[src/rtl/regfile_seq_pkg.sv]
// Shared enums for the register-file sequencer: command opcodes and FSM states.
package regfile_seq_pkg;

    typedef enum logic {
        OP_LOAD = 1'b0,
        OP_DUMP = 1'b1
    } op_e;

    typedef enum logic [1:0] {
        IDLE = 2'd0,
        LOAD = 2'd1,
        DUMP = 2'd2,
        DONE = 2'd3
    } state_e;

endpackage

[src/rtl/regfile_sequencer.sv]
// Streams words into (LOAD) or out of (DUMP) an external register file, starting at a
// base address and wrapping modulo the depth; one-cycle done pulse per command.
module regfile_sequencer
    import regfile_seq_pkg::*;
#(
    parameter int DATA_WIDTH = 8,
    parameter int ADDR_WIDTH = 2
) (
    input  logic                  clk,
    input  logic                  reset,
    input  logic                  cmd_valid,
    output logic                  cmd_ready,
    input  logic                  cmd_op,
    input  logic [ADDR_WIDTH-1:0] cmd_base,
    input  logic [ADDR_WIDTH:0]   cmd_count,
    input  logic                  in_valid,
    output logic                  in_ready,
    input  logic [DATA_WIDTH-1:0] in_data,
    output logic                  out_valid,
    input  logic                  out_ready,
    output logic [DATA_WIDTH-1:0] out_data,
    output logic                  rf_w_en,
    output logic [ADDR_WIDTH-1:0] rf_w_addr,
    output logic [DATA_WIDTH-1:0] rf_w_data,
    output logic [ADDR_WIDTH-1:0] rf_r_addr,
    input  logic [DATA_WIDTH-1:0] rf_r_data,
    output logic                  busy,
    output logic                  done
);

    localparam logic [ADDR_WIDTH:0]   DEPTH   = {1'b1, {ADDR_WIDTH{1'b0}}};
    localparam logic [ADDR_WIDTH:0]   REM_ONE = {{ADDR_WIDTH{1'b0}}, 1'b1};
    localparam logic [ADDR_WIDTH-1:0] PTR_ONE = {{(ADDR_WIDTH-1){1'b0}}, 1'b1};

    state_e                r_state;
    logic [ADDR_WIDTH-1:0] r_ptr;
    logic [ADDR_WIDTH:0]   r_rem;

    logic [ADDR_WIDTH:0]   w_count_clamped;
    logic                  w_data_hs;

    // Counts beyond the depth would revisit addresses, so they are limited to one full pass.
    assign w_count_clamped = (cmd_count > DEPTH) ? DEPTH : cmd_count;
    assign w_data_hs       = ((r_state == LOAD) && in_valid) || ((r_state == DUMP) && out_ready);

    always_ff @(posedge clk) begin
        if (reset) begin
            r_state <= IDLE;
            r_ptr   <= '0;
            r_rem   <= '0;
        end else begin
            case (r_state)
                IDLE: begin
                    if (cmd_valid) begin
                        r_ptr <= cmd_base;
                        r_rem <= w_count_clamped;
                        if (cmd_count == '0)
                            r_state <= DONE;
                        else if (op_e'(cmd_op) == OP_DUMP)
                            r_state <= DUMP;
                        else
                            r_state <= LOAD;
                    end
                end
                LOAD, DUMP: begin
                    if (w_data_hs) begin
                        r_ptr <= r_ptr + PTR_ONE;
                        r_rem <= r_rem - REM_ONE;
                        if (r_rem == REM_ONE)
                            r_state <= DONE;
                    end
                end
                DONE:    r_state <= IDLE;
                default: r_state <= IDLE;
            endcase
        end
    end

    // Handshake-facing strobes are masked by reset so nothing transfers in the reset cycle.
    assign cmd_ready = (r_state == IDLE);
    assign busy      = (r_state != IDLE);
    assign in_ready  = (r_state == LOAD) && !reset;
    assign out_valid = (r_state == DUMP) && !reset;
    assign done      = (r_state == DONE) && !reset;

    assign rf_w_en   = in_ready && in_valid;
    assign rf_w_addr = r_ptr;
    assign rf_w_data = in_data;

    assign rf_r_addr = (r_state == DUMP) ? r_ptr : '0;
    assign out_data  = rf_r_data;

endmodule

[config.mk]
export PLATFORM = sky130hd
export DESIGN_NAME = regfile_sequencer
export DESIGN_NICKNAME = d
export VERILOG_FILES = /design/src/rtl/regfile_seq_pkg.sv /design/src/rtl/regfile_sequencer.sv
export SDC_FILE = /design/constraint.sdc
export NUM_CORES = 1
export LEC_CHECK = 0
export ABC_AREA = 1
export BUFFER_PORTS_ARGS = -buffer_cell sky130_fd_sc_hd__buf_2
export CAP_MARGIN = 0
export CORE_MARGIN = 2
export CORE_UTILIZATION = 40
export DETAILED_ROUTE_END_ITERATION = 16
export PLACE_DENSITY = 0.79
export SYNTH_ARGS = -nofsm -noshare
export SYNTH_HDL_FRONTEND = slang
export SYNTH_SLANG_ARGS = --single-unit
[constraint.sdc]
create_clock -name clk -period 1.81 [get_ports clk]
set_clock_uncertainty 0.1 [all_clocks]
set_input_delay 0.0905 -clock clk [delete_from_list [all_inputs] [get_ports clk]]
set_output_delay 0.0905 -clock clk [all_outputs]
set_load 0.03 [all_outputs]
==> reports/qor.csv <==
stage;metric;value;unit
status;status;complete, no violations;
worst_setup_path;cp-start-kind;flip-flop;
synth;ys_top_cells_by_area;dfxtp_1 (19%), buf_4 (16%), nand2_1 (13%);
cts;numCtsBuffers;3;
layout;drive_gt1_share;28.10;%
synth;synth_edf_count;0;
cts;cts_root_buffer;clkbuf_4;
routing;drt_iter0_drc;7;
worst_setup_path;reg2reg_slack;0.13;ns
worst_setup_path;cp.required;1.87;ns
routing;dr.pass1.iters;6;
worst_setup_path;critical-path-top-delay-family;adder cells;
cts;post-cts-setup-buffers;0;
grt;antenna_found_initial;0;
worst_setup_path;cp_max_fo;10;
pwr;power_density;1725;nW/µm²
worst_setup_path;cp_common_cell;inv_1;
worst_setup_path;crit_path_cell_trace;inv_1 -> ha_1 -> nand3_2 -> nand3_1 -> nand2_1 -> inv_1 -> nor2_2;
worst_setup_path;endpoint_kind;flip-flop;
grt;grt_max_degree;11;
die;dieArea;2178;µm²
layout;stdcell_count;146;
layout;fin_nets;155;
layout;post-route-util;43.70;%
routing;vias;625;
die;initial_core_util;42.17;%
sta;finalSetupTns;0;ns
worst_hold_path;hold-path-endpoint;rf_w_addr[0];
cts;cts.sinks;7;
synth;synth_cell_types;18;
pwr;peakVddDrop;0.6359;mV
die;dieHeight;46.67;µm
place;dp_hpwl;1113;µm
pwr;p_comb_share;69.0;%
synth;ys_top_cells_by_count;nand2_1 (25), inv_1 (19), nor2_1 (18), buf_4 (16), dfxtp_1 (7);
die;row_count;15;
synth;synthArstFlopShare;0;%
synth;ys.flop_type;dfxtp_1;
sta;rsz0062_at_grt;no;
routing;post_drt_wl_per_cell;9.445;µm
run;cap_violations;0;
sta;worst_pin_slew;0.3736;ns
worst_hold_path;whs_path_depth;5;
worst_setup_path;crit_arrival;1.74;ns
layout;area_growth;3.608;%
sta;setup_viol;0;
cts;htree_levels;1;
grt;grt_pass1_wl;2049;µm
routing;drc;0;
worst_setup_path;slowest_delay;0.52;ns
sta;period_minus_slack;1.678;ns
pwr;switchingPower;0.7034;mW
synth;ys_warn_count;0;
die;ioPinCount;53;
synth;ys_seq_area_share;19.24;%
pwr;swShare;54.05;%
synth;synth_area_per_cell;6.388;µm²
synth;ys_ff_latch;7;
routing;drt_wl_total;1379;µm
routing;ant_nets;0;
worst_hold_path;hold_class;in2reg;
layout;antenna_cells;0;
pwr;seq_power_share;19.3;%
sta;hold_viol;0;
synth;mappedNetlistNets;147;
sta;timing.fmax;0.5959;GHz
pwr;p_leak;0.4475;nW
grt;grt_pass1_vias;531;
place;gp_congestion;0.8079;
cts;cts_buffer_depth;2;
worst_setup_path;worst-path-buf-inv;2;
die;die_w;46.67;µm
pwr;pwr-share-clk;11.7;%
synth;syn-instance-count;114;
synth;syn-cell-area;728.2;µm²
cts;cts-hold-fix-buffers;0;
worst_setup_path;worstReg2RegEnd;rf_w_addr[1];
grt;grt_overflow;0;
synth;synth_top_area_cell;dfxtp_1;
place;post-place-cells;142;
sta;drv_slew;0;
cts;insertion_delay;0.26;ns
place;io_buffers;20;
die;core_area;1727;µm²
sta;period_share;92.71;%
sta;relSlewSlack;75.09;%
worst_hold_path;min-delay-start;cmd_base[0];
worst_setup_path;cp_slowest_cell;ha_1;
cts;cts_tree;built;
pwr;total_power;1.301;mW
cts;postCtsResizedCells;0;
cts;cts.reportedPaths.clkPinSlew;0.06;ns
worst_setup_path;worstRegToRegCells;7;
routing;via_per_inst;4.281;
pwr;p_int;0.5980;mW
synth;yosysTopAreaCellShare;19.24;%
worst_setup_path;path_class;reg2reg;
worst_setup_path;r2r-start;r_state[0];
grt;gr-usage-all-layers;13.47;%
synth;yosysMostFrequentCell;nand2_1;
==> area by class of cell <==
cell class,count,area (µm²)
clock buffers,4,26.28
well taps,25,31.28
multi-input cells,67,365.4
inverters,23,91.34
flip-flops and latches,7,140.1
repair buffers,20,100.1
fillers,194,972.2
==> worst register-to-register path, cell delays in order, from the launching register on <==
cell	delay [ns]
dfxtp_1	0.36
inv_1	0.09
ha_1	0.52
nand3_2	0.20
nand3_1	0.16
nand2_1	0.06
inv_1	0.06
nor2_2	0.03
==> how the worst max path moves through the flow <==
stage,from,end,slack [ns],cells past startpoint
finish,r_state[0],rf_w_addr[1],0.13,7
floorplan,r_state[0],rf_w_addr[1],0.15,9
CTS,r_state[0],rf_w_addr[1],0.13,7
detailed placement,r_state[0],rf_w_addr[0],0.15,7
global placement,r_state[0],rf_w_addr[1],0.20,7
global route,r_state[1],rf_w_addr[1],0.007,7
==> cells by family (layout without fill, tap and decap cells) <==
logic type,Yosys count,in the layout,share of synthesized area (%)
flops,7,7,19.24
simple gates,55,55,35.39
buf+inv,40,47,30.59
compound gates,6,6,4.466
fa+ha+maj,6,6,10.31
==> sequential cells by signal, indices dropped and copies added (netlist names) <==
register,flops
r_state,2
r_rem,3
rf_w_addr,2
==> power groups by stage <==
stage	sequential [mW]	combinational, mW	clock (mW)
after floorplan	0.275	0.796	0
after CTS	0.250	0.901	0.156
after global routing	0.257	1.00	0.167
after detailed placement	0.254	0.894	0
final	0.251	0.898	0.153
after global placement	0.250	0.883	0
==> routing by layer <==
layer	up-vias	wire (µm)	GRT usage, %
met4	0	5	8.333
li1	334	-	-
met3	2	98	3.529
met5	-	0	0
met2	19	707	21.67
met1	270	568	15.74
==> metrics by stage <==
| step | hold WS [ns] | setup slack [ns] | area [µm²] |
|---|---|---|---|
| global placement | 0.08122 | 0.1993 | 728.2 |
| floorplan | 0.1645 | 0.1543 | 728.2 |
| detailed placement | 0.08122 | 0.1494 | 728.2 |
| global route | 0.07943 | 0.007471 | 754.5 |
| CTS | 0.06133 | 0.1340 | 754.5 |
| finish | 0.07342 | 0.1319 | 754.5 |
==> cells in the final DEF, fill, tap and decap left out <==
cell and n:
inv_1 19, ha_1 6, o21ai_0 1, nand3_2 2, dfxtp_1 7, o21ai_1 1
nor2_4 3, clkbuf_1 1, inv_2 3, nor2_1 18, nand3_1 5, buf_2 20
o22ai_1 2, nand2_1 25, a21oi_1 2, nor2_2 1, clkbuf_4 3, clkinv_4 1
nand2_4 1
Note: power is estimated with default switching activity, not from simulation.
